`src/rtl/rv_dec_pkg.sv`:
```
// Shared opcode constants, control encodings and the decoded-control bundle
// passed from the decode core to the output register of rv_dec_queue.
package rv_dec_pkg;

    localparam logic [6:0] OPC_LUI    = 7'b0110111;
    localparam logic [6:0] OPC_AUIPC  = 7'b0010111;
    localparam logic [6:0] OPC_JAL    = 7'b1101111;
    localparam logic [6:0] OPC_JALR   = 7'b1100111;
    localparam logic [6:0] OPC_BRANCH = 7'b1100011;
    localparam logic [6:0] OPC_LOAD   = 7'b0000011;
    localparam logic [6:0] OPC_STORE  = 7'b0100011;
    localparam logic [6:0] OPC_OP_IMM = 7'b0010011;
    localparam logic [6:0] OPC_OP     = 7'b0110011;
    localparam logic [6:0] OPC_SYSTEM = 7'b1110011;

    localparam logic [6:0] F7_BASE   = 7'b0000000;
    localparam logic [6:0] F7_ALT    = 7'b0100000;
    localparam logic [6:0] F7_MULDIV = 7'b0000001;

    typedef enum logic [2:0] {
        OPM_NONE  = 3'd0,
        OPM_LOGIC = 3'd1,
        OPM_SHIFT = 3'd2,
        OPM_CMP   = 3'd3,
        OPM_ADD   = 3'd4,
        OPM_MUL   = 3'd5,
        OPM_DIV   = 3'd6,
        OPM_REM   = 3'd7
    } op_mode_e;

    // func_op is interpreted relative to op_mode, so encodings overlap.
    localparam logic [2:0] FOP_AND = 3'b000;
    localparam logic [2:0] FOP_OR  = 3'b001;
    localparam logic [2:0] FOP_XOR = 3'b010;
    localparam logic [2:0] FOP_SLL = 3'b000;
    localparam logic [2:0] FOP_SRL = 3'b010;
    localparam logic [2:0] FOP_SRA = 3'b011;
    localparam logic [2:0] FOP_ADD = 3'b000;
    localparam logic [2:0] FOP_SUB = 3'b001;
    localparam logic [2:0] FOP_BEQ = 3'b110;
    localparam logic [2:0] FOP_BNE = 3'b010;
    localparam logic [2:0] FOP_BLT = 3'b000;
    localparam logic [2:0] FOP_BGE = 3'b101;

    typedef struct packed {
        logic        illegal;
        logic [4:0]  rd;
        logic [4:0]  rs1;
        logic [4:0]  rs2;
        logic [31:0] imm;
        logic [31:0] jump_imm;
        logic [2:0]  funct3;
        op_mode_e    op_mode;
        logic [2:0]  func_op;
        logic        ecall;
        logic        alusrc;
        logic        mem_to_reg;
        logic        reg_write;
        logic        mem_read;
        logic        mem_write;
        logic        branch;
        logic        fp_mode;
    } dec_ctrl_t;

endpackage

```
`src/rtl/rv_dec_core.sv`:
```
// Purely combinational RV32I/M decoder: instruction word in, control bundle out.
// Illegal encodings keep their register fields but lose all side-effecting controls.
module rv_dec_core
    import rv_dec_pkg::*;
#(
    parameter bit EN_M     = 1'b1,
    parameter bit EN_AUIPC = 1'b0
) (
    input  logic [31:0] inst_i,
    output dec_ctrl_t   ctrl_o
);

    logic [6:0]  opcode;
    logic [6:0]  funct7;
    logic [2:0]  f3;
    logic [20:0] j_off;
    logic [31:0] imm_i, imm_s, imm_b, imm_u, imm_j, imm_sh;
    dec_ctrl_t   c;
    logic        bad;

    assign opcode = inst_i[6:0];
    assign funct7 = inst_i[31:25];
    assign f3     = inst_i[14:12];
    assign j_off  = {inst_i[31], inst_i[19:12], inst_i[20], inst_i[30:21], 1'b0};
    assign imm_i  = {{20{inst_i[31]}}, inst_i[31:20]};
    assign imm_s  = {{20{inst_i[31]}}, inst_i[31:25], inst_i[11:7]};
    assign imm_b  = {{19{inst_i[31]}}, inst_i[31], inst_i[7], inst_i[30:25], inst_i[11:8], 1'b0};
    assign imm_u  = {inst_i[31:12], 12'b0};
    assign imm_j  = {{11{inst_i[31]}}, j_off};
    assign imm_sh = {27'd0, inst_i[24:20]};

    always_comb begin
        c        = '0;
        bad      = 1'b0;
        c.rd     = inst_i[11:7];
        c.rs1    = inst_i[19:15];
        c.rs2    = inst_i[24:20];
        c.funct3 = f3;
        case (opcode)
            OPC_LUI: begin
                c.imm       = imm_u;
                c.alusrc    = 1'b1;
                c.reg_write = 1'b1;
            end
            OPC_AUIPC: begin
                c.imm       = imm_u;
                c.alusrc    = 1'b1;
                c.reg_write = 1'b1;
                c.branch    = 1'b1;
                bad         = !EN_AUIPC;
            end
            OPC_JAL: begin
                c.imm       = imm_j;
                c.jump_imm  = {11'd0, j_off};
                c.reg_write = 1'b1;
                c.op_mode   = OPM_ADD;
            end
            OPC_JALR: begin
                c.imm       = imm_i;
                c.jump_imm  = {20'd1, inst_i[31:20]};
                c.alusrc    = 1'b1;
                c.reg_write = 1'b1;
                c.op_mode   = OPM_ADD;
                bad         = (f3 != 3'b000);
            end
            OPC_BRANCH: begin
                c.imm     = imm_b;
                c.branch  = 1'b1;
                c.op_mode = OPM_CMP;
                case (f3)
                    3'b000:          c.func_op = FOP_BEQ;
                    3'b001:          c.func_op = FOP_BNE;
                    3'b101, 3'b111:  c.func_op = FOP_BGE;
                    default:         c.func_op = FOP_BLT;
                endcase
            end
            OPC_LOAD: begin
                c.imm        = imm_i;
                c.alusrc     = 1'b1;
                c.mem_to_reg = 1'b1;
                c.reg_write  = 1'b1;
                c.mem_read   = 1'b1;
                c.op_mode    = OPM_ADD;
            end
            OPC_STORE: begin
                c.imm       = imm_s;
                c.alusrc    = 1'b1;
                c.mem_write = 1'b1;
                c.op_mode   = OPM_ADD;
            end
            OPC_OP_IMM: begin
                c.imm       = imm_i;
                c.alusrc    = 1'b1;
                c.reg_write = 1'b1;
                case (f3)
                    3'b000: c.op_mode = OPM_ADD;
                    3'b010, 3'b011: begin c.op_mode = OPM_CMP; c.func_op = FOP_BLT; end
                    3'b100: begin c.op_mode = OPM_LOGIC; c.func_op = FOP_XOR; end
                    3'b110: begin c.op_mode = OPM_LOGIC; c.func_op = FOP_OR; end
                    3'b111: begin c.op_mode = OPM_LOGIC; c.func_op = FOP_AND; end
                    3'b001: begin
                        c.imm     = imm_sh;
                        c.op_mode = OPM_SHIFT;
                        c.func_op = FOP_SLL;
                        bad       = (funct7 != F7_BASE);
                    end
                    default: begin
                        c.imm     = imm_sh;
                        c.op_mode = OPM_SHIFT;
                        c.func_op = (funct7 == F7_ALT) ? FOP_SRA : FOP_SRL;
                        bad       = (funct7 != F7_BASE) && (funct7 != F7_ALT);
                    end
                endcase
            end
            OPC_OP: begin
                c.reg_write = 1'b1;
                case (funct7)
                    F7_BASE: begin
                        case (f3)
                            3'b000: c.op_mode = OPM_ADD;
                            3'b001: begin c.op_mode = OPM_SHIFT; c.func_op = FOP_SLL; end
                            3'b010, 3'b011: begin c.op_mode = OPM_CMP; c.func_op = FOP_BLT; end
                            3'b100: begin c.op_mode = OPM_LOGIC; c.func_op = FOP_XOR; end
                            3'b101: begin c.op_mode = OPM_SHIFT; c.func_op = FOP_SRL; end
                            3'b110: begin c.op_mode = OPM_LOGIC; c.func_op = FOP_OR; end
                            default: begin c.op_mode = OPM_LOGIC; c.func_op = FOP_AND; end
                        endcase
                    end
                    F7_ALT: begin
                        case (f3)
                            3'b000: begin c.op_mode = OPM_ADD; c.func_op = FOP_SUB; end
                            3'b101: begin c.op_mode = OPM_SHIFT; c.func_op = FOP_SRA; end
                            default: bad = 1'b1;
                        endcase
                    end
                    F7_MULDIV: begin
                        // Only the signed low-word forms are implemented by execute.
                        case (f3)
                            3'b000:  c.op_mode = OPM_MUL;
                            3'b100:  c.op_mode = OPM_DIV;
                            3'b110:  c.op_mode = OPM_REM;
                            default: bad = 1'b1;
                        endcase
                        if (!EN_M) bad = 1'b1;
                    end
                    default: bad = 1'b1;
                endcase
            end
            OPC_SYSTEM: c.ecall = (inst_i[31:7] == 25'd0);
            default: bad = 1'b1;
        endcase
        if (bad) begin
            c.reg_write = 1'b0;
            c.mem_read  = 1'b0;
            c.mem_write = 1'b0;
            c.branch    = 1'b0;
            c.ecall     = 1'b0;
            c.op_mode   = OPM_NONE;
        end
        c.illegal = bad;
    end

    assign ctrl_o = c;

endmodule

```
`src/rtl/rv_dec_queue.sv`:
```
// Decode stage: DEPTH-entry fetch queue feeding a registered decode output,
// with valid/ready on both sides and a single-cycle flush.
module rv_dec_queue
    import rv_dec_pkg::*;
#(
    parameter int unsigned DEPTH    = 4,
    parameter int unsigned PC_W     = 32,
    parameter bit          EN_M     = 1'b1,
    parameter bit          EN_AUIPC = 1'b0
) (
    input  logic            i_clk,
    input  logic            i_rst,
    input  logic            i_flush,
    input  logic            i_valid,
    output logic            o_ready,
    input  logic [31:0]     i_inst_data,
    input  logic [PC_W-1:0] i_pc,
    output logic            o_valid,
    input  logic            i_ready,
    output logic [PC_W-1:0] o_pc,
    output logic            o_illegal,
    output logic [4:0]      o_rd,
    output logic [4:0]      o_rs1,
    output logic [4:0]      o_rs2,
    output logic [31:0]     o_imm,
    output logic [31:0]     o_jump_imm,
    output logic [2:0]      o_funct3,
    output logic [2:0]      o_op_mode,
    output logic [2:0]      o_func_op,
    output logic            o_ecall,
    output logic            o_alusrc,
    output logic            o_mem_to_reg,
    output logic            o_reg_write,
    output logic            o_mem_read,
    output logic            o_mem_write,
    output logic            o_branch,
    output logic            o_fp_mode
);

    localparam int unsigned PTR_W = $clog2(DEPTH);
    localparam int unsigned CNT_W = PTR_W + 1;

    logic [31:0]      inst_mem_q [DEPTH];
    logic [PC_W-1:0]  pc_mem_q   [DEPTH];
    logic [PTR_W-1:0] wr_ptr_q, wr_ptr_d, rd_ptr_q, rd_ptr_d;
    logic [CNT_W-1:0] cnt_q, cnt_d;
    logic             out_valid_q, out_valid_d;
    logic [PC_W-1:0]  out_pc_q, out_pc_d;
    dec_ctrl_t        out_ctrl_q, out_ctrl_d, head_ctrl;
    logic             full, empty, push, pop;

    // Full is judged on the registered count only, so a same-cycle pop never opens a slot.
    assign full    = (cnt_q == CNT_W'(DEPTH));
    assign empty   = (cnt_q == '0);
    assign push    = i_valid && !full;
    assign pop     = !empty && (!out_valid_q || i_ready);
    assign o_ready = !full;

    rv_dec_core #(
        .EN_M     (EN_M),
        .EN_AUIPC (EN_AUIPC)
    ) u_core (
        .inst_i (inst_mem_q[rd_ptr_q]),
        .ctrl_o (head_ctrl)
    );

    always_ff @(posedge i_clk) begin
        if (push && !i_flush) begin
            inst_mem_q[wr_ptr_q] <= i_inst_data;
            pc_mem_q[wr_ptr_q]   <= i_pc;
        end
    end

    always_comb begin
        wr_ptr_d    = wr_ptr_q;
        rd_ptr_d    = rd_ptr_q;
        cnt_d       = cnt_q;
        out_valid_d = out_valid_q;
        out_pc_d    = out_pc_q;
        out_ctrl_d  = out_ctrl_q;
        if (push) wr_ptr_d = wr_ptr_q + PTR_W'(1);
        if (pop) begin
            rd_ptr_d    = rd_ptr_q + PTR_W'(1);
            out_valid_d = 1'b1;
            out_pc_d    = pc_mem_q[rd_ptr_q];
            out_ctrl_d  = head_ctrl;
        end else if (i_ready) begin
            out_valid_d = 1'b0;
        end
        case ({push, pop})
            2'b10:   cnt_d = cnt_q + CNT_W'(1);
            2'b01:   cnt_d = cnt_q - CNT_W'(1);
            default: cnt_d = cnt_q;
        endcase
        if (i_flush) begin
            wr_ptr_d    = '0;
            rd_ptr_d    = '0;
            cnt_d       = '0;
            out_valid_d = 1'b0;
            out_pc_d    = out_pc_q;
            out_ctrl_d  = out_ctrl_q;
        end
    end

    always_ff @(posedge i_clk or posedge i_rst) begin
        if (i_rst) begin
            wr_ptr_q    <= '0;
            rd_ptr_q    <= '0;
            cnt_q       <= '0;
            out_valid_q <= 1'b0;
            out_pc_q    <= '0;
            out_ctrl_q  <= '0;
        end else begin
            wr_ptr_q    <= wr_ptr_d;
            rd_ptr_q    <= rd_ptr_d;
            cnt_q       <= cnt_d;
            out_valid_q <= out_valid_d;
            out_pc_q    <= out_pc_d;
            out_ctrl_q  <= out_ctrl_d;
        end
    end

    assign o_valid      = out_valid_q;
    assign o_pc         = out_pc_q;
    assign o_illegal    = out_ctrl_q.illegal;
    assign o_rd         = out_ctrl_q.rd;
    assign o_rs1        = out_ctrl_q.rs1;
    assign o_rs2        = out_ctrl_q.rs2;
    assign o_imm        = out_ctrl_q.imm;
    assign o_jump_imm   = out_ctrl_q.jump_imm;
    assign o_funct3     = out_ctrl_q.funct3;
    assign o_op_mode    = out_ctrl_q.op_mode;
    assign o_func_op    = out_ctrl_q.func_op;
    assign o_ecall      = out_ctrl_q.ecall;
    assign o_alusrc     = out_ctrl_q.alusrc;
    assign o_mem_to_reg = out_ctrl_q.mem_to_reg;
    assign o_reg_write  = out_ctrl_q.reg_write;
    assign o_mem_read   = out_ctrl_q.mem_read;
    assign o_mem_write  = out_ctrl_q.mem_write;
    assign o_branch     = out_ctrl_q.branch;
    assign o_fp_mode    = out_ctrl_q.fp_mode;

endmodule

```
`config.mk`:
```
export PLATFORM = sky130hd
export DESIGN_NAME = rv_dec_queue
export DESIGN_NICKNAME = d
export VERILOG_FILES = /design/src/rtl/rv_dec_pkg.sv /design/src/rtl/rv_dec_core.sv /design/src/rtl/rv_dec_queue.sv
export SDC_FILE = /design/constraint.sdc
export NUM_CORES = 1
export LEC_CHECK = 0
export BUFFER_PORTS_ARGS = -buffer_cell sky130_fd_sc_hd__buf_4
export CORE_MARGIN = 10
export CORE_UTILIZATION = 40
export CTS_CLUSTER_SIZE = 8
export DETAILED_ROUTE_END_ITERATION = 16
export PLACE_DENSITY = 0.63
export RECOVER_POWER = 25
export SETUP_SLACK_MARGIN = 0.02
export SLEW_MARGIN = 20
export SYNTH_ARGS = -nofsm -noshare
export SYNTH_HDL_FRONTEND = slang
export SYNTH_SLANG_ARGS = --single-unit
```
`constraint.sdc`:
```
create_clock -name i_clk -period 4.3 [get_ports i_clk]
set_clock_uncertainty 0.15 [all_clocks]
set_input_delay 0.86 -clock i_clk [delete_from_list [all_inputs] [get_ports i_clk]]
set_output_delay 0.86 -clock i_clk [all_outputs]
set_load 0.01 [all_outputs]
```
Word level (Yosys, flattened, before mapping). Memory sizes are Yosys's and may differ from the RTL's. A register that Yosys moved wholly into a read port is not among the register bits. Cells that the tools add are included.

Bits in registers: 104. Memory bits (writable): 256. Memories: 2.

$add $sub $neg: 4. Equality and inequality tests: 23. Muxes and demuxes: 40. Bitwise operators: 1. Reduce and logical (&&, ||, !) cells: 36.

Memory list: inst_mem_q (words 4, bits a word 32, read ports 1, clocked after Yosys merged registers in 0, wr ports 1, line rv_dec_queue.sv:43) `logic [31:0] inst_mem_q [DEPTH];`; pc_mem_q (words 4, bits a word 32, read ports 1, clocked after Yosys merged registers in 1, wr ports 1, line rv_dec_queue.sv:44) `logic [PC_W-1:0] pc_mem_q [DEPTH];`.

Operators by type and width (number): case mux 32 bit (6 select lines) (1); case mux 3 bit (3 select lines) (7); case mux 21 bit (2 select lines) (1); two-way mux 32 bit (1); equality test 7 x 6 -> 1 bit, second input constant (4); equality test 7 bit, second input constant (4); zero test 25 bit (1); OR reduction 6 bit (3); OR reduction 2 bit (8); equality test 3 bit, second input constant (5); two-way mux 1 bit (15); equality test 7 x 5 -> 1 bit, second input constant (2); case mux 3 bit (2 select lines) (2); case mux 3 bit (4 select lines) (1); case mux 6 bit (2 select lines) (1); nonzero test 3 bit (3); two-way mux 2 bit (4); equality test 7 x 1 -> 1 bit, second input constant (1); equality test 7 x 2 -> 1 bit, second input constant (1); zero test 7 bit (1); != test 7 x 6 -> 1 bit, second input constant (1); nonzero test 7 bit (1); OR reduction 7 bit (1); equality test 3 x 2 -> 1 bit, second input constant (2); other kinds (22) (33).

Depth between registers and ports, before layout. An unclocked memory read counts as a cell.

Depth after elaboration: 7. Gate-level depth with buffers: 9. Mapped depth without buffers: 7.

Modules after synthesis. From an unflattened synthesis, not the netlist that was laid out.

Cells, all modules: 885. Area total of the unflattened synthesis: 15937.8 um^2.

By module, submodules not included: rv_dec_queue (instances 1, cells each 664, area each 14550.2 um^2, seq. area each 11115.7 um^2); rv_dec_core (instances 1, cells each 221, area each 1387.6 um^2, seq. area each 0.0 um^2).

Worst setup path after synthesis. OpenSTA, ideal clock, no wires.

Kind: input-to-reg. Start point: input i_flush. End point: memory inst_mem_q[0][0], enable pin. Library setup time: 0.429 ns. Arrival: 2.749 ns. Data required time: 3.721 ns. Slack: 0.972 ns. Stages on the path: 3. Cells stage by stage: clkbuf_1 > nor2_1 > and2_1.

Longest elaborated chain between the ends: 4.

Ends and longest elaborated chain: start, declared (line rv_dec_queue.sv:13) `input logic i_flush,`; zero test 1 bit (line rv_dec_queue.sv:68) `if (push && !i_flush) begin`; logical AND 1 bit (line rv_dec_queue.sv:68); two-way mux 1 bit (line rv_dec_queue.sv:68); two-way mux 1 bit (not written as such) (line rv_dec_queue.sv:69) `inst_mem_q[wr_ptr_q] <= i_inst_data;`; end, declared (line rv_dec_queue.sv:43).

No other way between the ends.

Worst setup path in the final report.
Start point: register rd_ptr_q[0]. End point: register out_ctrl_q, in the netlist o_op_mode[2].

Longest elaborated chain between the ends: 7. Elaborated cells between the ends (all ways): 45. Classes of those cells: 19 x eq/ne; 12 x mux; 13 x reduce/logical; 1 x memory.

Ends and longest elaborated chain: start, declared (line rv_dec_queue.sv:45) `logic [PTR_W-1:0] wr_ptr_q, wr_ptr_d, rd_ptr_q, rd_ptr_d;`; start signal, assigned (line rv_dec_queue.sv:115) `rd_ptr_q <= rd_ptr_d;`; memory (4 x 32 bit) *; equality test 3 x 1 -> 1 bit, or another cell as far along (line rv_dec_core.sv:95, rv_dec_core.sv:119); OR reduction 2 bit (no line), or another cell as far along; case mux 3 bit (3 select lines), or another cell as far along (line rv_dec_core.sv:119) `case (f3)`; case mux 3 bit (3 select lines) / case mux 1 bit (3 select lines) (equally long branches) (line rv_dec_core.sv:117) `case (funct7)`; case mux 3 bit (4 select lines) / case mux 1 bit (4 select lines) (equally long branches) (line rv_dec_core.sv:39) `case (opcode)`; two-way mux 3 bit * (line rv_dec_core.sv:152) `if (bad) begin`; end signal, assigned (line rv_dec_queue.sv:119) `out_ctrl_q <= out_ctrl_d;`; end, declared (line rv_dec_queue.sv:49) `dec_ctrl_t out_ctrl_q, out_ctrl_d, head_ctrl;`.

Every way passes the cells marked *; elsewhere a longest branch is shown, timed or not. A chain may end at the register's enable or synchronous reset.

==> flow_summary_export.csv <==
group,metric,value,unit
layout,final_cell_mix,"edfxtp_1, nand2_1, buf_4",
worst_setup_path,slowest_stage,"mux4_2",
power,vdd_ir_drop_max,0.3863,mV
clocking,path_clk_slew,0.06,ns
routing,vias,9023,
place,hpwl,24.58,mm
global_routing,grt_use_total,0.1647,
worst_setup_path,cp.arrival,3.77,ns
die,initial_core_util,0.4026,
worst_setup_path,worstPathRequired,4.61,ns
layout,multi_input_area,3955,um2
sta,rsz0062_at_grt,"no",
clocking,hold_buffers,0,
worst_setup_path,crit_path_end_kind,"register",
worst_setup_path,crit_chain,"buf_4 > mux4_2 > nand2b_1 > nand3_1 > a21boi_0 > o211ai_2 > o31ai_1",
sta,period_needed,3.456,ns
logic_synthesis,syn_area,15060,um2
layout,layout_commonest_cell,"edfxtp_1",
sta,setup_viol,0,
global_routing,grt-ovfl-total,0,
clocking,clock_latency,0.57,ns
clocking,ctsResizeCount,0,
die,die-area,45800,um2
worst_setup_path,cp-start-kind,"register",
logic_synthesis,yosysTopAreaCell,"edfxtp_1",
die,die_w,214.0,um
sta,setup_tns,0,ns
power,power.leakage,6.956,nW
clocking,htreeDepth,2,
clocking,cts_buffer_depth,3,
clocking,root_buffer,"clkbuf_16",
logic_synthesis,avgSynthCellArea,15.60,um2
routing,drtIter0Drc,600,
logic_synthesis,yosysTopAreaCellShare,0.5106,
layout,ff_latch_area,10820,um2
routing,vias_per_cell,5.234,
clocking,numCtsBuffers,53,
logic_synthesis,ys_ff_latch,381,
die,pin_count,200,
logic_synthesis,synth_flop_cell,"edfxtp_1",
worst_setup_path,crit_type,"register to register",
layout,fin_nets,1249,
layout,syn_to_final_growth,22.04,%
routing,drc,0,
routing,drt-pass1-iter-count,7,
routing,routed_wl,38.22,mm
global_routing,grt_pass1_vias,9467,
routing,wl_per_cell,22.17,um
global_routing,antenna_found_initial,4,
outcome,status,"completed",
die,die_y,214.0,um
logic_synthesis,synth.distinct_cells,60,
clocking,cts_setup_buffers,0,
sta,maxSlewViolCount,0,
layout,top_regs,"inst_mem_q (128), pc_mem_q (128)",
logic_synthesis,ys_seq_area_frac,0.7184,
layout,num-fill-cells,3233,
die,rows,71,
layout,fin_util,0.4913,
worst_setup_path,crit_path_max_incr_delay,0.77,ns
logic_synthesis,async_reset_ff_frac,0.3281,
sta,tightest_slew,0.8671,ns
place,gp_congestion,0.8071,
sta,fmax,0.2893,GHz
global_routing,grt_pass1_wl,58.75,mm
routing,ant_nets,0,
sta,maxSlewHeadroom,0.4171,
global_routing,grt_max_degree,66,
logic_synthesis,ys.warnings.count,0,
flow_run,maxCapViolCount,0,
logic_synthesis,synth_cells,965,
power,cellPowerDensity,607.3,nW/um2
sta,fin_crit_sh,0.8038,
sta,finalHoldViolCount,0,
worst_setup_path,cp_max_fo,26,
logic_synthesis,netlist_top_cells_area,"edfxtp_1, dfrtp_1, mux4_2",
place,port_buffers,187,
logic_synthesis,synth-edff-count,256,
layout,drive_above_1_share,0.2378,
clocking,cts_tree,"done",
min_path,min_path_type,"input port to asynchronous set/reset pin",
die,core,37400,um2
clocking,clkSinkCount,381,
==> Yosys cell counts (all sizes together), types with 7 or more instances <==
library cell / number
nand3: 11
mux4: 64
a22o: 30
clkbuf: 35
a21oi: 13
nand2: 219
edfxtp: 256
nor2: 19
o2bb2ai: 8
and2: 9
o21ai: 31
a32o: 8
dfrtp: 125
o31ai: 7
inv: 8
buf: 31
o211ai: 15
==> final cells by class <==
| type | instances | area share |
|---|---|---|
| flip-flops and latches | 381 | 0.5890 |
| multi-input cells | 521 | 0.2153 |
| clock buffers | 91 | 0.08049 |
| repair buffers | 210 | 0.07845 |
| well taps | 511 | 0.03480 |
| inverters | 8 | 0.001702 |
| diodes | 2 | 0.0002724 |
==> worst max-delay path, delay by kind of cell (launching register included) <==
kind | cells | cell delay, ns
AO/OA/AOI/OAI | 3 | 0.79
multiplexers | 1 | 0.77
flip-flops | 1 | 0.76
AND/OR/NAND/NOR | 2 | 0.29
buffers and inverters | 1 | 0.57
==> per-stage QoR <==
stage               total power, mW  hold WS [ns]  setup WS (ns)  instance area (um2)  cells
floorplan                     6.377        0.3570         0.9716                15100    976
global placement              7.491        0.3099         0.6021                17080   1630
detailed placement            7.539        0.3138         0.8096                17080   1630
CTS                           11.30        0.3259         0.7796                18560   1721
global route                  11.70        0.2810         0.5610                18370   1722
finish                        11.16        0.2629         0.8436                18370   1724
==> worst paths after layout <==
check	from	to	slack (ns)	depth (start not counted)
worst max-delay path	rd_ptr_q[0]	o_op_mode[2]	0.84	7
worst min-delay path	i_rst	rd_ptr_q[1]	0.26	2
worst max register to register	rd_ptr_q[0]	o_op_mode[2]	0.84	7
worst min register to register	o_pc[25]	o_pc[25]	0.32	2
max in group asynchronous	i_rst	o_pc[0]	3.03	3
min in group i_clk	o_pc[25]	o_pc[25]	0.32	2
==> power breakdown <==
part	total (mW)	switching, mW	internal, mW	leakage (nW)
sequential	4.68	0.306	4.37	3.98
combinational	2.75	1.63	1.12	2.27
clock	3.73	1.44	2.29	0.704
total	11.2	3.38	7.78	6.96
==> routing by layer <==
metal	track usage	share of wire	vias to the layer above
met5	0	0.00081	-
met1	0.2173	0.44	4602
li1	-	-	4061
met4	0.04594	0.020	4
met2	0.2645	0.47	303
met3	0.04260	0.066	53
==> logic make-up after synthesis <==
group,Yosys count,share of synthesized area
DFF,381,0.7184
and+or+nand+nor,297,0.08560
AOI/OAI and AO/OA,134,0.06607
buffers and inverters,74,0.02310
muxes,67,0.09848
xor gates and xnor gates,6,0.003491
adders and majority gates,5,0.004654
other,1,0.0002491
(Power assumes the default switching activity.)
